===== src/rtl/serial_add_sub_unit_pkg.sv =====
// Shared types and constants for the digit-serial adder/subtractor.
// Holds the FSM state enum, mode encodings and the slice-counter width helper.
package add_sub_pkg;

   typedef enum logic [1:0] {
      IDLE = 2'd0,
      RUN  = 2'd1,
      DONE = 2'd2
   } state_e;

   localparam logic MODE_SUB = 1'b0;
   localparam logic MODE_ADD = 1'b1;

   // A single-digit operation still needs a one-bit counter to keep the datapath regular.
   function automatic int cntWidth(input int n, input int k);
      int digits;
      digits = n / k;
      return (digits <= 1) ? 1 : $clog2(digits);
   endfunction

endpackage


===== src/rtl/serial_add_sub_unit_if.sv =====
// Request/result bundle for serial_add_sub_unit.
// The master drives the operands and start; the slave returns the handshake status and the result flags.
interface serial_add_sub_unit_if #(
   parameter int N = 16
);
   logic         start;
   logic         mode;
   logic [N-1:0] x;
   logic [N-1:0] y;
   logic         bIn;
   logic         ready;
   logic         busy;
   logic         done;
   logic [N-1:0] z;
   logic         b;
   logic         v;

   modport master (
      output start, mode, x, y, bIn,
      input  ready, busy, done, z, b, v
   );

   modport slave (
      input  start, mode, x, y, bIn,
      output ready, busy, done, z, b, v
   );
endinterface


===== src/rtl/serial_add_sub_unit_digit_add_sub.sv =====
// Combinational K-bit slice: ripple of full adders or full subtractors.
// The subtract path uses the classic full-subtractor borrow equation, bit by bit.
module digit_add_sub
   import add_sub_pkg::*;
#(
   parameter int K = 4
) (
   input  logic [K-1:0] a_i,
   input  logic [K-1:0] b_i,
   input  logic         chain_i,
   input  logic         mode_i,
   output logic [K-1:0] d_o,
   output logic         chain_o
);

   logic [K:0] chain;

   // chain[i] is the carry (add) or borrow (sub) flowing into bit i of the digit.
   always_comb begin
      chain    = '0;
      d_o      = '0;
      chain[0] = chain_i;
      for (int i = 0; i < K; i++) begin
         d_o[i] = a_i[i] ^ b_i[i] ^ chain[i];
         if (mode_i == MODE_ADD) begin
            chain[i+1] = (a_i[i] & b_i[i]) | (chain[i] & (a_i[i] ^ b_i[i]));
         end else begin
            chain[i+1] = (~a_i[i] & b_i[i]) | (~(a_i[i] ^ b_i[i]) & chain[i]);
         end
      end
      chain_o = chain[K];
   end

endmodule


===== src/rtl/serial_add_sub_unit.sv =====
// Digit-serial N-bit add/subtract unit processing K bits per clock with start/ready/done handshake.
// Define SERIAL_ADD_SUB_SATURATE_EN to clamp z to the signed range whenever v is set.
module serial_add_sub_unit
   import add_sub_pkg::*;
#(
   parameter int N = 16,
   parameter int K = 4
) (
   input logic                  clk,
   input logic                  rst,
   serial_add_sub_unit_if.slave bus
);

   localparam int             DIGITS = N / K;
   localparam int             CW     = cntWidth(N, K);
   localparam logic [CW-1:0]  LAST   = CW'(DIGITS - 1);

   state_e         state_q, state_d;
   logic [CW-1:0]  cnt_q;
   logic [N-1:0]   opX_q, opY_q, acc_q, z_q;
   logic           mode_q, chain_q, b_q, v_q;

   logic           accept, lastDigit;
   logic [K-1:0]   xDigit, yDigit, digit;
   logic           chainOut, vRaw;
   logic [N-1:0]   accMerged, zLoad;

   assign accept    = bus.start && (state_q == IDLE || state_q == DONE);
   assign lastDigit = (cnt_q == LAST);

   // Current digit of each latched operand, and the accumulator with this cycle's digit patched in.
   always_comb begin
      xDigit    = opX_q[int'(cnt_q)*K +: K];
      yDigit    = opY_q[int'(cnt_q)*K +: K];
      accMerged = acc_q;
      accMerged[int'(cnt_q)*K +: K] = digit;
   end

   digit_add_sub #(.K(K)) uSlice (
      .a_i     (xDigit),
      .b_i     (yDigit),
      .chain_i (chain_q),
      .mode_i  (mode_q),
      .d_o     (digit),
      .chain_o (chainOut)
   );

   // Signed overflow judged on the full result that will be loaded on the final RUN cycle.
   always_comb begin
      if (mode_q == MODE_ADD) begin
         vRaw = ~(opX_q[N-1] ^ opY_q[N-1]) & (accMerged[N-1] ^ opX_q[N-1]);
      end else begin
         vRaw = (opX_q[N-1] ^ opY_q[N-1]) & (accMerged[N-1] ^ opX_q[N-1]);
      end
`ifdef SERIAL_ADD_SUB_SATURATE_EN
      if (vRaw) begin
         zLoad = opX_q[N-1] ? {1'b1, {(N-1){1'b0}}} : {1'b0, {(N-1){1'b1}}};
      end else begin
         zLoad = accMerged;
      end
`else
      zLoad = accMerged;
`endif
   end

   // State and datapath registers; reset wins over any request in the same cycle.
   always_ff @(posedge clk) begin
      if (rst) begin
         state_q <= IDLE;
         cnt_q   <= '0;
         opX_q   <= '0;
         opY_q   <= '0;
         mode_q  <= MODE_SUB;
         chain_q <= 1'b0;
         acc_q   <= '0;
         z_q     <= '0;
         b_q     <= 1'b0;
         v_q     <= 1'b0;
      end else begin
         state_q <= state_d;
         if (accept) begin
            opX_q   <= bus.x;
            opY_q   <= bus.y;
            mode_q  <= bus.mode;
            chain_q <= bus.bIn;
            cnt_q   <= '0;
            acc_q   <= '0;
         end else if (state_q == RUN) begin
            acc_q   <= accMerged;
            chain_q <= chainOut;
            cnt_q   <= cnt_q + CW'(1);
            if (lastDigit) begin
               z_q <= zLoad;
               b_q <= chainOut;
               v_q <= vRaw;
            end
         end
      end
   end

   // Next-state logic; DONE can chain straight into another RUN.
   always_comb begin
      state_d = state_q;
      unique case (state_q)
         IDLE:    if (bus.start) state_d = RUN;
         RUN:     if (lastDigit) state_d = DONE;
         DONE:    state_d = bus.start ? RUN : IDLE;
         default: state_d = IDLE;
      endcase
   end

   always_comb begin
      bus.ready = (state_q == IDLE) || (state_q == DONE);
      bus.busy  = (state_q == RUN);
      bus.done  = (state_q == DONE);
      bus.z     = z_q;
      bus.b     = b_q;
      bus.v     = v_q;
   end

endmodule


===== src/flat_wrapper.sv =====
// flat-port wrapper written by rule: the top's interface ports become plain ports
module serial_add_sub_unit_flat import add_sub_pkg::*;
#(
   parameter int N = 16,
   parameter int K = 4
)
  (clk, rst, bus_start, bus_mode, bus_x, bus_y, bus_bIn, bus_ready, bus_busy, bus_done, bus_z, bus_b, bus_v);
  serial_add_sub_unit_if #(.N(N)) bus_i ();
  input logic clk;
  input logic rst;
  input wire logic [$bits(bus_i.start)-1:0] bus_start;
  input wire logic [$bits(bus_i.mode)-1:0] bus_mode;
  input wire logic [$bits(bus_i.x)-1:0] bus_x;
  input wire logic [$bits(bus_i.y)-1:0] bus_y;
  input wire logic [$bits(bus_i.bIn)-1:0] bus_bIn;
  output wire logic [$bits(bus_i.ready)-1:0] bus_ready;
  output wire logic [$bits(bus_i.busy)-1:0] bus_busy;
  output wire logic [$bits(bus_i.done)-1:0] bus_done;
  output wire logic [$bits(bus_i.z)-1:0] bus_z;
  output wire logic [$bits(bus_i.b)-1:0] bus_b;
  output wire logic [$bits(bus_i.v)-1:0] bus_v;
  assign bus_i.start = bus_start;
  assign bus_i.mode = bus_mode;
  assign bus_i.x = bus_x;
  assign bus_i.y = bus_y;
  assign bus_i.bIn = bus_bIn;
  assign bus_ready = bus_i.ready;
  assign bus_busy = bus_i.busy;
  assign bus_done = bus_i.done;
  assign bus_z = bus_i.z;
  assign bus_b = bus_i.b;
  assign bus_v = bus_i.v;
  serial_add_sub_unit #(.N(N), .K(K)) u_core (.clk(clk), .rst(rst), .bus(bus_i));
endmodule

===== config.mk =====
export PLATFORM = sky130hd
export DESIGN_NAME = serial_add_sub_unit_flat
export DESIGN_NICKNAME = d
export VERILOG_FILES = /design/src/rtl/serial_add_sub_unit_pkg.sv /design/src/rtl/serial_add_sub_unit_if.sv /design/src/rtl/serial_add_sub_unit_digit_add_sub.sv /design/src/rtl/serial_add_sub_unit.sv /design/src/flat_wrapper.sv
export SDC_FILE = /design/constraint.sdc
export NUM_CORES = 1
export LEC_CHECK = 0
export CAP_MARGIN = 30
export CORE_MARGIN = 2
export CORE_UTILIZATION = 47
export CTS_CLUSTER_DIAMETER = 40
export DETAILED_ROUTE_END_ITERATION = 7
export PLACE_DENSITY = 0.75
export SLEW_MARGIN = 40
export SYNTH_ARGS = -nofsm -noshare
export SYNTH_HDL_FRONTEND = slang
export SYNTH_HIERARCHICAL = 1
export SYNTH_SLANG_ARGS = --single-unit

===== constraint.sdc =====
create_clock -name clk -period 4.45 [get_ports clk]
set_input_delay 0.89 -clock clk [delete_from_list [all_inputs] [get_ports clk]]
set_output_delay 0.89 -clock clk [all_outputs]
set_load 0.01 [all_outputs]

Yosys cells after proc, flatten, opt, wreduce, memory -nomap -nowiden
Cells that the tools add are included.
Word-level totals
  bits in registers: 72
  input port bits: 37
  output and inout bits: 21
  word-level logic and storage cells: 86
Operators by class
  add/sub/neg operators: 2
  eq/ne operators: 5
  shifts and indexed selects: 4
  multiplexer cells: 12
  bitwise gates (word level): 46
  reduce and logical (&&, ||, !) cells: 7
Operators with widths (number)
  negator 4 -> 33 bit: 1
  variable shift 4 x 33 -> 16 bit (first input constant): 1
  indexed part select 4 x 33 -> 16 bit: 1
  indexed part select 16 x 5 -> 4 bit: 2
  AND 1 bit: 18
  bitwise mux 16 bit: 1
  inverter 1 bit: 10
  bitwise XOR 1 bit: 10
  2-to-1 mux 1 bit: 8
  bitwise OR 1 bit: 8
  one-hot mux 2 bit (3 select lines): 1
  == test 2 bit (second input constant): 2
  2-to-1 mux 2 bit: 2
  AND reduction 3 bit: 1
  adder 2 x 1 -> 2 bit (second input constant): 1
  == test 2 x 1 -> 1 bit (second input constant): 1
  logical NOT 2 bit: 1
  != test 2 x 1 -> 1 bit (second input constant): 1
  != test 2 bit (second input constant): 1
  AND reduction 2 bit: 1
  nonzero test 2 bit: 1
  OR reduction 2 bit: 1
  logical AND 1 bit: 1
  logical OR 1 bit: 1

Logic depth before layout (Yosys ltp)
  word-level depth: 18
  depth in mapped cells: 15
  gate-level depth less buffers: 14

By module
Netlist, hierarchy kept.
Modules (own cells, without submodules)
  serial_add_sub_unit: times used 1, cells an instance 356, area an instance 3022.9 µm², seq. area each 1441.4 µm²
  digit_add_sub: times used 1, cells an instance 21, area an instance 239.0 µm², seq. area each 0.0 µm²

Worst setup path before layout
Ideal clock, no wire load.
  path type: reg2reg
  from: register u_core.cnt_q[0]
  to: register u_core.v_q (netlist: u_core/bus.v)
  library setup time: 88 ps
  arrival time: 4223 ps
  required time: 4362 ps
  setup slack: 139 ps
  stages on the path, launching flop included: 15
  buffers on the path: 1
  period minus slack after synthesis: 4311 ps
  cell sequence: dfxtp_1 -> buf_2 -> mux4_2 -> fa_1 -> inv_1 -> mux2i_1 -> fa_1 -> mux2_4 -> fa_1 -> mux2i_1 -> fa_1 -> nor2b_1 -> a31oi_2 -> nand3_1 -> a311oi_2
On the way
  longest elaborated chain between the ends: 18
Ends and longest elaborated chain
  from (decl): line serial_add_sub_unit.sv:19  | logic [CW-1:0] cnt_q;
  from (signal assigned): line serial_add_sub_unit.sv:91  | cnt_q <= cnt_q + CW'(1);
  indexed part select 16 x 5 -> 4 bit *: line serial_add_sub_unit.sv:34  | yDigit = opY_q[int'(cnt_q)*K +: K];
  named net u_core.yDigit[0]: line serial_add_sub_unit.sv:24  | logic [K-1:0] xDigit, yDigit, digit;
  bitwise XOR 1 bit: line serial_add_sub_unit_digit_add_sub.sv:26, serial_add_sub_unit_digit_add_sub.sv:28
  inverter 1 bit: line serial_add_sub_unit_digit_add_sub.sv:28  | chain[i+1] = (~a_i[i] & b_i[i]) | (~(a_i[i] ^ b_i[i]) & chain[i]);
  AND 1 bit: line serial_add_sub_unit_digit_add_sub.sv:28
  bitwise OR 1 bit: line serial_add_sub_unit_digit_add_sub.sv:28
  2-to-1 mux 1 bit *: line serial_add_sub_unit_digit_add_sub.sv:25  | if (mode_i == MODE_ADD) begin
  AND 1 bit (on tied branches): line serial_add_sub_unit_digit_add_sub.sv:28, serial_add_sub_unit_digit_add_sub.sv:26
  (+4 left out)
  2-to-1 mux 1 bit *: line serial_add_sub_unit_digit_add_sub.sv:25
  bitwise XOR 1 bit *: line serial_add_sub_unit_digit_add_sub.sv:24  | d_o[i] = a_i[i] ^ b_i[i] ^ chain[i];
  named net u_core.digit[3]: line serial_add_sub_unit.sv:24
  indexed part select 4 x 33 -> 16 bit *: line serial_add_sub_unit.sv:36  | accMerged[int'(cnt_q)*K +: K] = digit;
  bitwise mux 16 bit *: line serial_add_sub_unit.sv:36
  bitwise XOR 1 bit *: line serial_add_sub_unit.sv:51, serial_add_sub_unit.sv:53
  AND 1 bit (on tied branches): line serial_add_sub_unit.sv:53, serial_add_sub_unit.sv:51
  2-to-1 mux 1 bit *: line serial_add_sub_unit.sv:50  | if (mode_q == MODE_ADD) begin
  to (signal assigned): line serial_add_sub_unit.sv:95  | v_q <= vRaw;
  to (decl): line serial_add_sub_unit.sv:21  | logic mode_q, chain_q, b_q, v_q;
Mark *: on every way through the listed nets, which the timed path passes. The rest lies on a longest branch.
A chain may end at the register's enable or synchronous reset.

Final worst setup path
Ends and elaborated chain as after synthesis.

==> results.md <==
* Worst Setup End Kind: flip-flop
* Seq cells post-synth at 72
* Initial DRC count at ~130
* Final period utilization at 95.6%
* Library cells used by synthesis at 30
* Fmax at 235 MHz
* Rows at 30
* Initial antenna violation count at 0
* Yosys Warn Count at 6
* Total CTS buffers at 9
* Setup Viol. Count Final at 0
* Worst path cell trace: mux4_2 > fa_1 > inv_1 > mux2i_1 > fa_1 > mux2_4 > fa_1 > mux2i_1 > fa_1 > nor2b_2 > a31oi_2 > nand3_1 > a311oi_2
* CTS sink count at 72
* DR WL/cell at 13.8 um
* Synthesized area at 3260 um^2
* Peak VDD IR at 0.165 mV
* Routability congestion estimate at 0.760
* Pwr dens at roughly 360 nW/um^2
* Status: complete, no violations
* Worst min-delay path category: flip-flop to flip-flop
* Routed vias at 2739
* Finished Core Util at roughly three fifths
* Nets at between 400 and 500
* Critical path launch point type: flip-flop
* Area occupied by multi-input gates at 1650 um^2
* Hold Startpoint: u_core/opX_q[1]
* Post-DP HPWL at 4.74 mm
* Total routed wirelength at 7.00 mm
* Core Box Area at 6760 um^2
* Final Instance Area at about 4100 um^2
* DRC viols at 0
* Final setup margin at between 150 and 200 ps
* Starting density of the core at 48.3%
* CP Max Fanout at 4
* Clock skew at 5.45 ps
* Post-synth EDFFs at 0
* Share of layout cells above drive strength 1 at 8.64%
* Syn-to-layout area delta at 25.0%
* Reg area at 1440 um^2
* Final-report hold violation count at 0
* Reg2Reg Setup Slack at 190 ps
* DR vias/cell at 5.39
* Average cell area after synthesis at 8.65 um^2
* CTS tree: yes
* H-tree depth at 3
* # fillers at 619
* Slowest cell delay on critical path at 550 ps
* Most common cell on crit path: fa_1
* Die height at 87.3 um
* Min-Delay Path Depth at 2
* Overall power at 1.48 mW
* Reg clk slew, reported paths at 70 ps
* ANT cells at 0
* Area of the die at 7620 um^2
* Clock root cell: clkbuf_8
* Relative slew margins at 54.5%
* Slowest CP cell: mux4_2
* Congestion Overflow GR at 0
* RR Startpoint: u_core/cnt_q[0]
* Die extent in x at 87.3 um
* Pre-CTS WS at 221 ps
* FFs w/ async S/R, synth at 0%
* IO Count at 58
* Total GRT Usage at 19.4%
* Min cycle time layout at about 4300 ps
* Longest Clk Path Bufs at 2
* Reg-to-reg endpoint: u_core/bus.v
* Synth Flop Type: dfxtp_1
* Required @ worst endpoint at 4710 ps
* Arr. time, crit path at 4520 ps
* Worst hold slack at approximately 450 ps
* Register area share after synthesis at 44.2%
* Vias in the first global route at 2583
* Worst-case reg-to-reg path depth at 13
* Worst hold endpoint: u_core/opX_q[1]
* Max-slew violation count at 0
* Mapped Nets at 428
* First-pass GRT wire length at 11.5 mm
* Placed cell area at 3860 um^2
* PortBufs at 57
* Largest net degree at the start of global routing at 56
* Pre-Repair DR Iteration Count at 4
* Max-cap viol count at 0
* Leak at 1.48 nW
* Worst Max-Slew Pin Slew at ~680 ps
* Worst skew pair latency at 350 ps
* Post-route ant nets at 0
* CP Class: flip-flop to flip-flop
* Cells after Synth at 377
## what timing repair did
item | 4_1_cts | 5_1_grt
hold buffers | 0 | 0
setup endpoints to repair | 0 | 1
gates resized for setup | 0 | 1
buffers inserted | 0 | 0
## how the worst max path moves through the flow
stage / from / to / slack, ps
after detailed placement: u_core/cnt_q[0] / u_core/bus.v / 220
after floorplan: u_core/cnt_q[0] / u_core/bus.v / 140
final: u_core/cnt_q[0] / u_core/bus.v / 190
after global routing: u_core/cnt_q[0] / u_core/bus.v / -10
after global placement: u_core/cnt_q[0] / u_core/bus.v / 360
after CTS: u_core/cnt_q[0] / u_core/bus.v / 200
## metal layers
layer	part of all wire [%]	track usage, %	wire (um)	vias up
met5	0	0	0	-
met4	2.0	9.79	137	0
met2	49	32.0	3450	79
met1	44	23.6	3060	1292
met3	5.1	4.64	355	11
li1	-	-	-	1357
## cells by family (layout without fill, tap and decap cells)
kind of cell,count (synthesis),after routing,synth area share (%)
mux,12,12,6.90
fa+ha+maj,14,14,7.21
flops,72,72,44.2
xor+xnor,1,1,0.269
compound gates,82,82,16.0
buf+inv,43,94,5.49
simple gates,153,153,20.0
## critical path: cells and delay by family, from the launching register on
| kind | cells | cell delay [ps] |
|---|---|---|
| compound gates | 2 | 530 |
| fa+ha+maj | 4 | 1650 |
| buf+inv | 1 | 60 |
| flops | 1 | 390 |
| mux | 4 | 1220 |
| simple gates | 2 | 330 |
## cell usage after synthesis (2+ instances only)
| cell type | count | area (um^2) |
|---|---|---|
| and2_1 | 2 | 12.5 |
| nor3_1 | 4 | 20.0 |
| a211oi_1 | 28 | 210 |
| nand2_1 | 80 | 300 |
| mux2i_1 | 3 | 30.0 |
| a31oi_1 | 11 | 68.8 |
| nor2b_1 | 18 | 113 |
| inv_1 | 17 | 63.8 |
| a21oi_1 | 36 | 180 |
| ha_1 | 6 | 75.1 |
| nor2_1 | 42 | 158 |
| clkbuf_1 | 17 | 63.8 |
| o22ai_1 | 4 | 25.0 |
| mux4_2 | 8 | 180 |
| fa_1 | 8 | 160 |
| buf_2 | 8 | 40.0 |
| dfxtp_1 | 72 | 1440 |
## cell usage in the layout, fill, tap and decap left out, types with 2 or more instances in the layout
cell and n:
a211oi_1 28, a21oi_1 36, a31oi_1 11, buf_4 5, bufinv_16 2, clkbuf_8 11, clkdlybuf4s50_1 56, dfxtp_1 72
fa_1 8, ha_1 6, inv_1 17, mux2i_1 3, mux4_2 8, nand2_1 79, nor2_1 42, nor2b_1 16
nor2b_2 2, nor3_1 4, o22ai_1 4
## area by class of cell
cell class                      instances  share of cell area (%)
Multi-Input combinational cell        262                    40.5
Tap cell                               80                    2.45
Clock buffer                           12                    3.80
Timing Repair Buffer                   62                    14.8
Sequential cell                        72                    35.3
Clock inverter                          3                    1.60
Inverter                               17                    1.56
## registers in the layout, summed over array words and instances, names as in the netlist
name            count
u_core/chain_q      1
u_core/bus.v        1
u_core/cnt_q        2
u_core/opY_q       16
u_core/state_q      2
u_core/acc_q       16
u_core/bus.z       16
u_core/opX_q       16
u_core/bus.b        1
u_core/mode_q       1
## where the power goes
| group | leakage (nW) | internal [mW] | switching (mW) |
|---|---|---|---|
| sequential | 0.587 | 0.673 | 0.0163 |
| combinational | 0.785 | 0.0996 | 0.119 |
| clock | 0.112 | 0.343 | 0.233 |
## through the flow
step,TNS [ps],std cells
floorplan,0,377
global placement,0,493
detailed placement,0,493
CTS,0,508
global route,-14.5,508
finish,0,508
Power figures use the tool's default switching activity.
